[config.mk]
export PLATFORM = sky130hd
export DESIGN_NAME = video_test_pattern_generator
export DESIGN_NICKNAME = d
export VERILOG_FILES = /design/src/rtl/video_test_pattern_generator.sv
export SDC_FILE = /design/constraint.sdc
export NUM_CORES = 1
export LEC_CHECK = 0
export BUFFER_PORTS_ARGS = -buffer_cell sky130_fd_sc_hd__buf_2
export CAP_MARGIN = 10
export CORE_ASPECT_RATIO = 0.7
export CORE_MARGIN = 4
export CORE_UTILIZATION = 49
export CTS_BUF_LIST = sky130_fd_sc_hd__clkbuf_8 sky130_fd_sc_hd__clkbuf_16
export DETAILED_ROUTE_END_ITERATION = 10
export PLACE_DENSITY_LB_ADDON = 0.2
export SLEW_MARGIN = 20
export SYNTH_ARGS = -nofsm -noshare
export SYNTH_HDL_FRONTEND = slang
export SYNTH_SLANG_ARGS = --single-unit
[constraint.sdc]
create_clock -name scalerClock -period 2.3 [get_ports scalerClock]
set_input_delay 0.23 -clock scalerClock [delete_from_list [all_inputs] [get_ports scalerClock]]
set_output_delay 0.23 -clock scalerClock [all_outputs]
set_load 0.03 [all_outputs]
[src/rtl/video_test_pattern_generator.sv]
// video_test_pattern_generator
//   Pixel-colour source for the video pipeline. For each requested (hPos, vPos)
//   it returns an RGB test-pattern colour LATENCY clocks later, so the pipeline
//   can be exercised on hardware without a real video source.
// Ports
//   scalerClock        sole clock
//   reset              asynchronous, active-low
//   patternSelect      0 solid, 1 bars, 2 checker, 3 gradient, 4 moving box, 5-7 black
//   solidColor         {R,G,B} used by pattern 0
//   barShift           bar index = hPos >> barShift (clamped to 7)
//   checkShift         checker cell edge = 1 << checkShift pixels
//   hPos, vPos         requested pixel coordinates
//   dataEnable         hPos/vPos valid this clock
//   r, g, b            pixel colour, forced to 0 when dataEnableDelayed is low
//   dataEnableDelayed  dataEnable delayed LATENCY clocks
//   frameCount         frame starts seen since reset (wraps)
module video_test_pattern_generator #(
  parameter int HACTIVE_BITS  = 11,
  parameter int VACTIVE_BITS  = 11,
  parameter int LATENCY       = 2,
  parameter int BOX_SIZE_BITS = 5
) (
  input  logic                    scalerClock,
  input  logic                    reset,
  input  logic [2:0]              patternSelect,
  input  logic [23:0]             solidColor,
  input  logic [3:0]              barShift,
  input  logic [3:0]              checkShift,
  input  logic [HACTIVE_BITS-1:0] hPos,
  input  logic [VACTIVE_BITS-1:0] vPos,
  input  logic                    dataEnable,
  output logic [7:0]              r,
  output logic [7:0]              g,
  output logic [7:0]              b,
  output logic                    dataEnableDelayed,
  output logic [15:0]             frameCount
);

  // Stage 2 plus any extra pure-delay stages.
  localparam int PIPE_DEPTH = LATENCY - 1;

  // Frame-level state
  logic [15:0] frame_count_q, frame_count_d;
  logic [8:0]  frame_latched_q, frame_latched_d;   // only the bits the box origin uses
  logic [2:0]  active_pattern_q, active_pattern_d;

  // Stage 1
  logic                    s1_de_q, s1_de_d;
  logic [HACTIVE_BITS-1:0] s1_h_q, s1_h_d;
  logic [VACTIVE_BITS-1:0] s1_v_q, s1_v_d;
  logic [2:0]              s1_pat_q, s1_pat_d;
  logic [2:0]              s1_bar_q, s1_bar_d;
  logic [HACTIVE_BITS-1:0] s1_bx_q, s1_bx_d;
  logic [VACTIVE_BITS-1:0] s1_by_q, s1_by_d;

  // Stage 2 and delay line: {de, r, g, b}
  logic [24:0] pix_q [PIPE_DEPTH];
  logic [24:0] pix_d [PIPE_DEPTH];

  logic                    frame_start;
  logic [2:0]              eff_pattern;
  logic [8:0]              eff_frame;
  logic [HACTIVE_BITS-1:0] bar_full;
  logic [HACTIVE_BITS-1:0] dx;
  logic [VACTIVE_BITS-1:0] dy;
  logic                    in_box;
  logic                    h_chk;
  logic                    v_chk;
  logic [23:0]             rgb;

  // Frame tracking and stage 1. The pixel that starts a frame already uses the
  // new pattern/frame, so the whole frame is drawn with one consistent setting.
  always_comb begin
    frame_start      = dataEnable && (hPos == '0) && (vPos == '0);
    eff_pattern      = frame_start ? patternSelect : active_pattern_q;
    eff_frame        = frame_start ? frame_count_q[8:0] : frame_latched_q;

    frame_count_d    = frame_start ? frame_count_q + 16'd1 : frame_count_q;
    frame_latched_d  = frame_start ? frame_count_q[8:0] : frame_latched_q;
    active_pattern_d = frame_start ? patternSelect : active_pattern_q;

    bar_full = hPos >> barShift;
    s1_bar_d = (bar_full > HACTIVE_BITS'(7)) ? 3'd7 : bar_full[2:0];
    s1_de_d  = dataEnable;
    s1_h_d   = hPos;
    s1_v_d   = vPos;
    s1_pat_d = eff_pattern;
    s1_bx_d  = HACTIVE_BITS'({eff_frame[7:0], 2'b00});
    s1_by_d  = VACTIVE_BITS'({eff_frame, 1'b0});
  end

  // Stage 2 colour generation and delay line.
  always_comb begin
    // Modular subtraction lets the box wrap across the screen edges.
    dx     = s1_h_q - s1_bx_q;
    dy     = s1_v_q - s1_by_q;
    in_box = ((dx >> BOX_SIZE_BITS) == '0) && ((dy >> BOX_SIZE_BITS) == '0);
    // Cell bits beyond the coordinate width read as 0.
    h_chk  = (32'(checkShift) < HACTIVE_BITS) ? s1_h_q[checkShift] : 1'b0;
    v_chk  = (32'(checkShift) < VACTIVE_BITS) ? s1_v_q[checkShift] : 1'b0;

    rgb = 24'h000000;
    case (s1_pat_q)
      3'd0: rgb = solidColor;
      3'd1: rgb = {{8{~s1_bar_q[1]}}, {8{~s1_bar_q[2]}}, {8{~s1_bar_q[0]}}};
      3'd2: rgb = (h_chk ^ v_chk) ? 24'hFFFFFF : 24'h000000;
      3'd3: rgb = {s1_h_q[7:0], s1_v_q[7:0], s1_h_q[7:0] ^ s1_v_q[7:0]};
      3'd4: rgb = in_box ? 24'hFFFFFF : 24'h000000;
      default: rgb = 24'h000000;
    endcase
    if (!s1_de_q) rgb = 24'h000000;

    pix_d[0] = {s1_de_q, rgb};
    for (int k = 1; k < PIPE_DEPTH; k++) pix_d[k] = pix_q[k-1];
  end

  always_ff @(posedge scalerClock or negedge reset) begin
    if (!reset) begin
      frame_count_q    <= '0;
      frame_latched_q  <= '0;
      active_pattern_q <= '0;
      s1_de_q          <= 1'b0;
      s1_h_q           <= '0;
      s1_v_q           <= '0;
      s1_pat_q         <= '0;
      s1_bar_q         <= '0;
      s1_bx_q          <= '0;
      s1_by_q          <= '0;
      for (int k = 0; k < PIPE_DEPTH; k++) pix_q[k] <= '0;
    end else begin
      frame_count_q    <= frame_count_d;
      frame_latched_q  <= frame_latched_d;
      active_pattern_q <= active_pattern_d;
      s1_de_q          <= s1_de_d;
      s1_h_q           <= s1_h_d;
      s1_v_q           <= s1_v_d;
      s1_pat_q         <= s1_pat_d;
      s1_bar_q         <= s1_bar_d;
      s1_bx_q          <= s1_bx_d;
      s1_by_q          <= s1_by_d;
      for (int k = 0; k < PIPE_DEPTH; k++) pix_q[k] <= pix_d[k];
    end
  end

  assign dataEnableDelayed = pix_q[PIPE_DEPTH-1][24];
  assign r                 = pix_q[PIPE_DEPTH-1][23:16];
  assign g                 = pix_q[PIPE_DEPTH-1][15:8];
  assign b                 = pix_q[PIPE_DEPTH-1][7:0];
  assign frameCount        = frame_count_q;

endmodule
Word level (Yosys, flattened, before mapping)
Index checks and enable logic that the tools add are counted.
{"block": "word_totals", "output_inout_bits": 41, "in_bits": 60, "wordCells": 44, "reg_bits": 79}
{"block": "classes", "n_bitwise": 5, "shifts": 1, "addsub": 3, "mux": 11, "n_reduce_logical": 8, "eq_ne": 4, "order_cmp": 3}
{"cell": "one-hot mux 24 bit (5 select lines)", "count": 1}
{"cell": "two-way mux 24 bit", "count": 3}
{"cell": "zero test 11 bit", "count": 4}
{"cell": "subtractor 11 x 10 -> 11 bit", "count": 2}
{"cell": "adder 16 x 1 -> 16 bit, second input constant", "count": 1}
{"cell": "> comparator 11 x 3 -> 1 bit, second input constant", "count": 1}
{"cell": ">> shifter 11 x 4 -> 11 bit", "count": 1}
{"cell": "binary-select mux 1 bit (select 4 bit)", "count": 2}
{"cell": "XOR 8 bit", "count": 1}
{"cell": "equality test 3 x 2 -> 1 bit, second input constant", "count": 2}
{"cell": "< comparator 4 x 5 -> 1 bit, second input constant", "count": 1}
{"cell": "< comparator 4 bit, second input constant", "count": 1}
{"cell": "two-way mux 1 bit", "count": 4}
{"cell": "equality test 3 x 1 -> 1 bit, second input constant", "count": 1}
{"cell": "equality test 3 bit, second input constant", "count": 1}
{"cell": "logical AND 1 bit", "count": 3}
{"cell": "zero test 3 bit", "count": 1}
{"cell": "two-way mux 3 bit", "count": 1}
{"cell": "NOT 1 bit", "count": 3}
{"cell": "XOR 1 bit", "count": 1}

Logic depth before layout (Yosys ltp)
Gate-level depths: netlist (run 1).
{"block": "depth", "depth_word": 7, "ltp_mapped": 11, "mapped_depth_nobuf": 9}

Least setup slack after synthesis (run 1)
OpenSTA, ideal clock, no wires.
{"block": "synth_timing", "path_kind": "register -> register", "from": "reg s1_v_q[7]", "to": "reg pix_q[10] (netlist name)", "period_less_slack_ns": 2.361, "path_slack_ns": -0.061, "setup_ns": 0.077, "t_arrival_ns": 2.284, "t_required_ns": 2.223, "n_path_buf": 2, "stages_incl_launch_ff": 11, "path_cell_list": "dfrtp_1 -> ha_1 -> buf_6 -> nor2b_1 -> a2111oi_4 -> nand4_1 -> or4_4 -> nor4_4 -> a41oi_4 -> buf_6 -> a21oi_2"}
{"block": "synth_via", "elab_chain_len": 7, "word_cells_on_any_way": 11, "classes_between": "add/sub (1); mux (7); bitwise (1); reduce/logical (2)"}
{"element": "start, declared", "line_no": "50", "text": "logic [VACTIVE_BITS-1:0] s1_v_q, s1_v_d;"}
{"element": "start signal, assigned", "line_no": "136", "text": "s1_v_q <= s1_v_d;"}
{"element": "parallel branches: the longest is 5 deep, another holds subtractor 11 x 10 -> 11 bit"}
{"element": "one-hot mux 24 bit (5 select lines) *", "line_no": "103", "text": "case (s1_pat_q)"}
{"element": "two-way mux 24 bit *", "line_no": "111", "text": "if (!s1_de_q) rgb = 24'h000000;"}
{"element": "via rgb[10]", "line_no": "69", "text": "logic [23:0] rgb;"}
{"element": "end, declared", "line_no": "57", "text": "logic [24:0] pix_q [PIPE_DEPTH];"}
Mark *: on every way through the listed nets, which the timed path passes. The select of a mux whose other input is x is not followed.
A chain may end at the register's enable or synchronous reset.

Final worst setup path (run 1)
{"block": "layout_timing", "from": "reg s1_by_q[3]", "to": "reg pix_q[12] (netlist name)"}
{"block": "layout_via", "elab_chain_len": 6, "word_cells_on_any_way": 8, "classes_between": "add/sub (2); mux (3); reduce/logical (3)"}
{"element": "start, declared", "line_no": "54", "text": "logic [VACTIVE_BITS-1:0] s1_by_q, s1_by_d;"}
{"element": "start signal, assigned", "line_no": "140", "text": "s1_by_q <= s1_by_d;"}
{"element": "subtractor 11 x 10 -> 11 bit (on tied branches)"}
{"element": "zero test 11 bit"}
{"element": "logical AND 1 bit *", "line_no": "97", "text": "in_box = ((dx >> BOX_SIZE_BITS) == '0) && ((dy >> BOX_SIZE_BITS) == '0);"}
{"element": "two-way mux 24 bit *", "line_no": "108", "text": "3'd4: rgb = in_box ? 24'hFFFFFF : 24'h000000;"}
{"element": "one-hot mux 24 bit (5 select lines) *", "line_no": "103"}
{"element": "two-way mux 24 bit *", "line_no": "111"}
{"element": "via rgb[12]", "line_no": "69"}
The timed path passes the listed nets; every way through them passes the cells marked *.

==> results of run 1 <==
==> power groups by stage <==
stage | combinational [mW] | sequential (mW) | clock [mW]
final | 0.453 | 1.47 | 1.44
after detailed placement | 0.430 | 1.49 | 0
after CTS | 0.438 | 1.47 | 1.46
after global routing | 0.489 | 1.47 | 1.52
after floorplan | 0.184 | 1.53 | 0
after global placement | 0.422 | 1.49 | 0
==> repair_timing <==
| action | CTS | global route |
|---|---|---|
| setup endpoints to repair | 24 | 24 |
| cloned | 0 | 2 |
| resized for setup | 7 | 25 |
| pin swaps | 1 | 2 |
| buffers inserted | 0 | 2 |
| hold buffers | 1 | 0 |
| endpoints found under the hold margin | 39 | 0 |
==> area by class of cell <==
cell class                      count  area (um^2)
Timing Repair Buffer              150          941
Tap cell                          120          150
Multi-Input combinational cell    270         2260
Clock buffer                        9          225
Inverter                           11         41.3
Fill cell                         672         2810
Clock inverter                      7         77.6
Sequential cell                    79         1980
==> sequential cells by signal, summed over array words and instances, names as in the netlist <==
signal	cells
frameCount	16
pix_q	25
s1_bar_q	3
s1_by_q	9
s1_de_q	1
s1_h_q	11
s1_pat_q	3
s1_v_q	11
==> through the flow <==
stage	instance area, um^2	util, %
floorplan	4270	-
global placement	5160	60.8
detailed placement	5160	60.8
CTS	5510	65.0
global route	5670	66.9
finish	5670	66.9
==> cells by family after synthesis <==
logic type,count (synthesis)
compound gates,104
xor+xnor,28
flops,79
buf+inv,29
fa+ha+maj,16
mux,21
simple gates,101
==> layer usage <==
| metal | vias up | share of wire, % | track usage [%] |
|---|---|---|---|
| li1 | 1701 | - | - |
| met1 | 1780 | 45 | 32.1 |
| met2 | 119 | 47 | 36.0 |
| met3 | 9 | 6.8 | 6.00 |
| met4 | 0 | 0.79 | 4.89 |
| met5 | - | 0 | 0 |
==> path summary, 6_finish.rpt <==
check                           start        end  slack [ps]  depth (start not counted)
max in group asynchronous       reset  pix_q[13]        1290                          3
hold / removal                vPos[2]  s1_v_q[2]          10                          1
min in group asynchronous       reset   pix_q[7]         410                          2
hold reg to reg               s1_de_q  pix_q[24]         400                          0
setup reg to reg           s1_by_q[3]  pix_q[12]        -190                         11
setup / recovery           s1_by_q[3]  pix_q[12]        -190                         11
==> cells in the final DEF (no fill, tap or decap), types with 4 or more instances in the layout <==
cell type | Yosys | layout
a21o_1 | 4 | 4
a21oi_1 | 11 | 5
a21oi_2 | 20 | 26
a221oi_1 | 24 | 24
buf_2 | 0 | 99
buf_4 | 0 | 46
clkbuf_16 | 0 | 11
dfrtp_1 | 79 | 79
ha_1 | 16 | 10
ha_4 | 0 | 4
inv_1 | 11 | 7
inv_2 | 0 | 4
mux2_2 | 7 | 7
mux2i_1 | 9 | 9
mux4_2 | 5 | 5
nand2_1 | 32 | 32
nand3_1 | 8 | 8
nand4_1 | 8 | 8
nor2_1 | 17 | 16
nor3_1 | 6 | 4
nor4_1 | 5 | 5
o21ai_0 | 19 | 17
xnor2_1 | 17 | 17
xor2_1 | 11 | 11
==> critical path, delay by kind of cell (launching register included) <==
kind            cells  cell delay (ps)
compound gates      6             1240
xor+xnor            1              120
fa+ha+maj           1              210
buf+inv             3              460
flops               1              370
==> out/results.ini, run 1 <==
[status]
status=complete, but fails checks
failed_checks=negative setup slack

[placement]
port_buffers=100
dp.final_hpwl_um=8830
place.gp.congestion=0.924
place_ws_ps=-191
dp.cells=625

[floorplan]
die_w_um=119
rows=28
die_y_um=86.1
core-area_um2=8480
ios=101
initial_utilization_pct=50.3
die_area_um2=10300

[global_routing]
grt_pass1_wl_um=18200
grt-ovfl-total=0
grt_max_degree=41
antenna_found_initial=0
grtUsageTotal_pct=22.8
grt_pass1_vias=3539

[final_layout]
final_cells=646
drive_gt1_share_pct=45.6
nets=597
syn2layout_area_growth_pct=33.0
antennaDiodeCount=0

[power]
clock_power_share_pct=42.9
finalPower_mw=3.36
ir_drop_uv=406
switching_power_mw=0.877
p_leak_nw=2.66
powerDensity_nw_per_um2=593
p_comb_share_pct=13.5
p_int_mw=2.49
p_seq_share_pct=43.7
switching_share_pct=26.1

[timing]
maxSlewHeadroom_pct=61.1
finalClockSkew_ps=6.26
setup_viol=24
worst_pin_slew_ps=581
holdWs_ps=10.5
period_minus_slack_ps=2490
fin_crit_sh_pct=108
slew_viol_final=0
worst_slack_ps=-187
rsz0062_at_grt=true
setup_tns_ps=-3510
hold_viol_final=0
max_freq_mhz=402

[clock_tree]
path_clk_slew_ps=60
cts_tree=done
numCtsBuffers=9
h-tree-depth=3
cts_root_buf=clkbuf_16
clk_latency_ps=340
clock-sinks=79
cts_buffer_depth=2

[synthesis]
synth-simple-area-share_pct=12.7
syn_nets=454
async_flop_share_pct=100
synth_edf_count=0
synth_fa_ha_area_share_pct=4.69
yosysSeqAreaShare_pct=46.4
synth_top_flop_cell=dfrtp_1
syn_area_um2=4260
avgSynthCellArea_um2=11.3
yosys.area.top_type=dfrtp_1
synth_compound_area_share_pct=19.8
synthCells=378
synth_area_leaders=dfrtp_1 (46%), a221oi_1 (4.9%), ha_1 (4.7%)
synthTopCellsByCount=dfrtp_1 (79), nand2_1 (32), a221oi_1 (24), a21oi_2 (20), o21ai_0 (19)
synth_cell_types=55
synth_top_family_by_area=compound AO/OA/AOI/OAI gates
ys_ff_latch=79
post-synth-top-count-cell=dfrtp_1
ys_warn_count=0
muxShareOfSynthArea_pct=6.60
synth_xor_area_share_pct=5.75
synth.top_cell.area_share_pct=46.4

[setup_path]
worstSetupEndpointType=flip-flop
cpPeakStageDelay_ps=380
crit_chain=inv_2, buf_4, ha_4, a21oi_2, o21ai_4, a21boi_2, xnor2_1, a2111oi_4, a41oi_4, clkbuf_16, a21oi_2
cpMostUsedCell=a21oi_2
crit_slowest_cell=a2111oi_4
required_ps=2560
crit_type=reg2reg
crit_path_max_fanout=12
critPathLaunchType=flip-flop
crit_arrival_ps=2750

[run]
maxCapViolCount=0

[routing]
wl_per_cell_um=18.3
drt-total-wl_um=11900
vias=3609
drt_iter0_drc=212
drt_pass1_iterations=4
avgViaCountPerCell=5.59
final_antenna_net_count=0
drc_errors=0

[hold_path]
holdCritPathClass=in2reg

Power figures use the tool's default switching activity.
==> run 2: changes to the inputs <==
--- a/config.mk
+++ b/config.mk
@@ -10,7 +10,8 @@
 export CORE_ASPECT_RATIO = 0.7
 export CORE_MARGIN = 4
-export CORE_UTILIZATION = 49
+export CORE_UTILIZATION = 50
 export CTS_BUF_LIST = sky130_fd_sc_hd__clkbuf_8 sky130_fd_sc_hd__clkbuf_16
 export DETAILED_ROUTE_END_ITERATION = 10
+export HOLD_SLACK_MARGIN = 0.08
 export PLACE_DENSITY_LB_ADDON = 0.2
 export SLEW_MARGIN = 20
==> constraint.sdc (replaced) <==
create_clock -name scalerClock -period 2.8 [get_ports scalerClock]
set_input_delay 0.28 -clock scalerClock [delete_from_list [all_inputs] [get_ports scalerClock]]
set_output_delay 0.28 -clock scalerClock [all_outputs]
set_load 0.005 [all_outputs]
==> out/results.ini, run 2 (synthesized netlist as in run 1, its figures left out) <==
[clock_tree]
cts_tree=done
h-tree-depth=3
path_clk_slew_ps=60
cts_buffer_depth=2
cts_root_buf=clkbuf_16
clk_latency_ps=340
numCtsBuffers=9
clock-sinks=79

[routing]
drt_iter0_drc=203
avgViaCountPerCell=5.89
drt_pass1_iterations=5
drt-total-wl_um=11200
drc_errors=0
vias=3494
final_antenna_net_count=0
wl_per_cell_um=18.9

[final_layout]
final_common_cell=buf_2
nets=564
syn2layout_area_growth_pct=22.7
final_cell_mix=buf_2 (99), dfrtp_1 (79), nand2_1 (32)
largest_register_ffs=25
fillers=632
drive_gt1_share_pct=34.8
antennaDiodeCount=0
top_register=pix_q

[timing]
slew_viol_final=0
max_freq_mhz=389
rsz0062_at_grt=false
finalClockSkew_ps=5.75
maxSlewHeadroom_pct=52.1
hold_viol_final=0
fin_crit_sh_pct=91.8
period_minus_slack_ps=2570
setup_tns_ps=0
setup_viol=0
worst_pin_slew_ps=718

[global_routing]
grt_max_degree=80
grt_pass1_wl_um=18500
grtUsageMet1_pct=32.8
busiest_layer=met2
grtUsageTotal_pct=23.4
antenna_found_initial=0
grt_pass1_vias=3562
grt-ovfl-total=0
grtUsageMet2_pct=36.0
met3_usage_pct=7.33

[floorplan]
rows=27
die_area_um2=10100
die_w_um=118
ios=101
die_y_um=85.3
core-area_um2=8070
initial_utilization_pct=52.8

[run]
maxCapViolCount=0

[setup_path]
crit_chain=ha_1, a21o_1, a31oi_2, nor2_1, mux2i_1, a2111oi_4, a41oi_4, buf_12, a21oi_1
crit_type=reg2reg
ff2ff_setup_slack_ps=230
worstSetupEndpointType=flip-flop
crit_family=compound AO/OA/AOI/OAI gates
critPathLaunchType=flip-flop
critPathBufInv=1
crit_path_max_fanout=24
reg2reg_depth=9
r2r-end=pix_q[23]
crit_arrival_ps=2830
cpPeakStageDelay_ps=420
required_ps=3050
r2r_start=s1_v_q[3]
crit_slowest_cell=dfrtp_1

[power]
powerDensity_nw_per_um2=499
p_leak_nw=2.46
ir_drop_uv=418
finalPower_mw=2.61

[hold_path]
holdPathStages=1
min_to=s1_h_q[1]
worstHoldStart=hPos[1]
holdCritPathClass=in2reg

[placement]
place.gp.congestion=0.935
dp.final_hpwl_um=8480
port_buffers=100

[status]
status=finished, final reports clean

run 2: cell count changes in the layout (fill, tap and decap cells not counted), sizes merged:
cell / change
clkbuf: +1
clkinvlp: +1
clkinv: -2
buf: -42
bufinv: -1
dlygate4sd3: +11
inv: -2
run 2: power breakdown:
group / total [mW] / internal [mW] / switching (mW)
clock network: 1.10 / 0.664 / 0.439
registers: 1.21 / 1.18 / 0.0305
logic: 0.296 / 0.138 / 0.157
run 2: worst reg2reg max path, delay by kind of cell, from the launching register on:
kind	cells	cell delay, ps
compound gates	5	1230
flops	1	420
fa+ha+maj	1	320
buf+inv	1	200
mux	1	180
simple gates	1	150
run 2: stage by stage:
step | hold WS (ps) | utilization [%] | setup slack, ps | cell area [um^2] | std cells
finish | 85.8 | 64.8 | 229 | 5230 | 593
global route | 80.6 | 64.8 | 71.1 | 5230 | 593
CTS | 80.5 | 64.3 | 167 | 5190 | 590
detailed placement | 393 | 59.7 | 182 | 4820 | 566
floorplan | -15.6 | - | 439 | 4260 | 378
global placement | 389 | 59.7 | 272 | 4820 | 566
run 2: metal layers:
layer  vias up  share of wire [%]  wire length, um
met5         -                  0                0
met4         0                1.2              140
met3        15                6.5              731
met2       123                 45             5090
met1      1721                 47             5270
li1       1635                  -                -
run 2: how the worst max path moves through the flow:
stage | startpoint | endpoint | slack (ps) | cells after the start
after floorplan | s1_v_q[7] | pix_q[10] | 440 | 10
after global placement | s1_v_q[5] | pix_q[22] | 270 | 8
after detailed placement | s1_v_q[5] | pix_q[1] | 180 | 8
after CTS | s1_v_q[5] | pix_q[1] | 170 | 8
after global routing | s1_v_q[6] | pix_q[22] | 70 | 9
final | s1_v_q[3] | pix_q[23] | 230 | 9
run 2: cell type report:
class,count,area [um^2],share of cell area (%)
multi-input cells,270,2120,40.6
flip-flops and latches,79,1980,37.8
repair buffers,117,677,12.9
clock buffers,12,267,5.09
well taps,101,126,2.42
inverters,11,41.3,0.789
clock inverters,3,18.8,0.359
run 2: timing repair:
item	CTS	global route
hold buffers	9	3
setup endpoints to repair	0	3
hold endpoints to repair	9	81
gates resized for setup	0	2
setup buffers	0	0
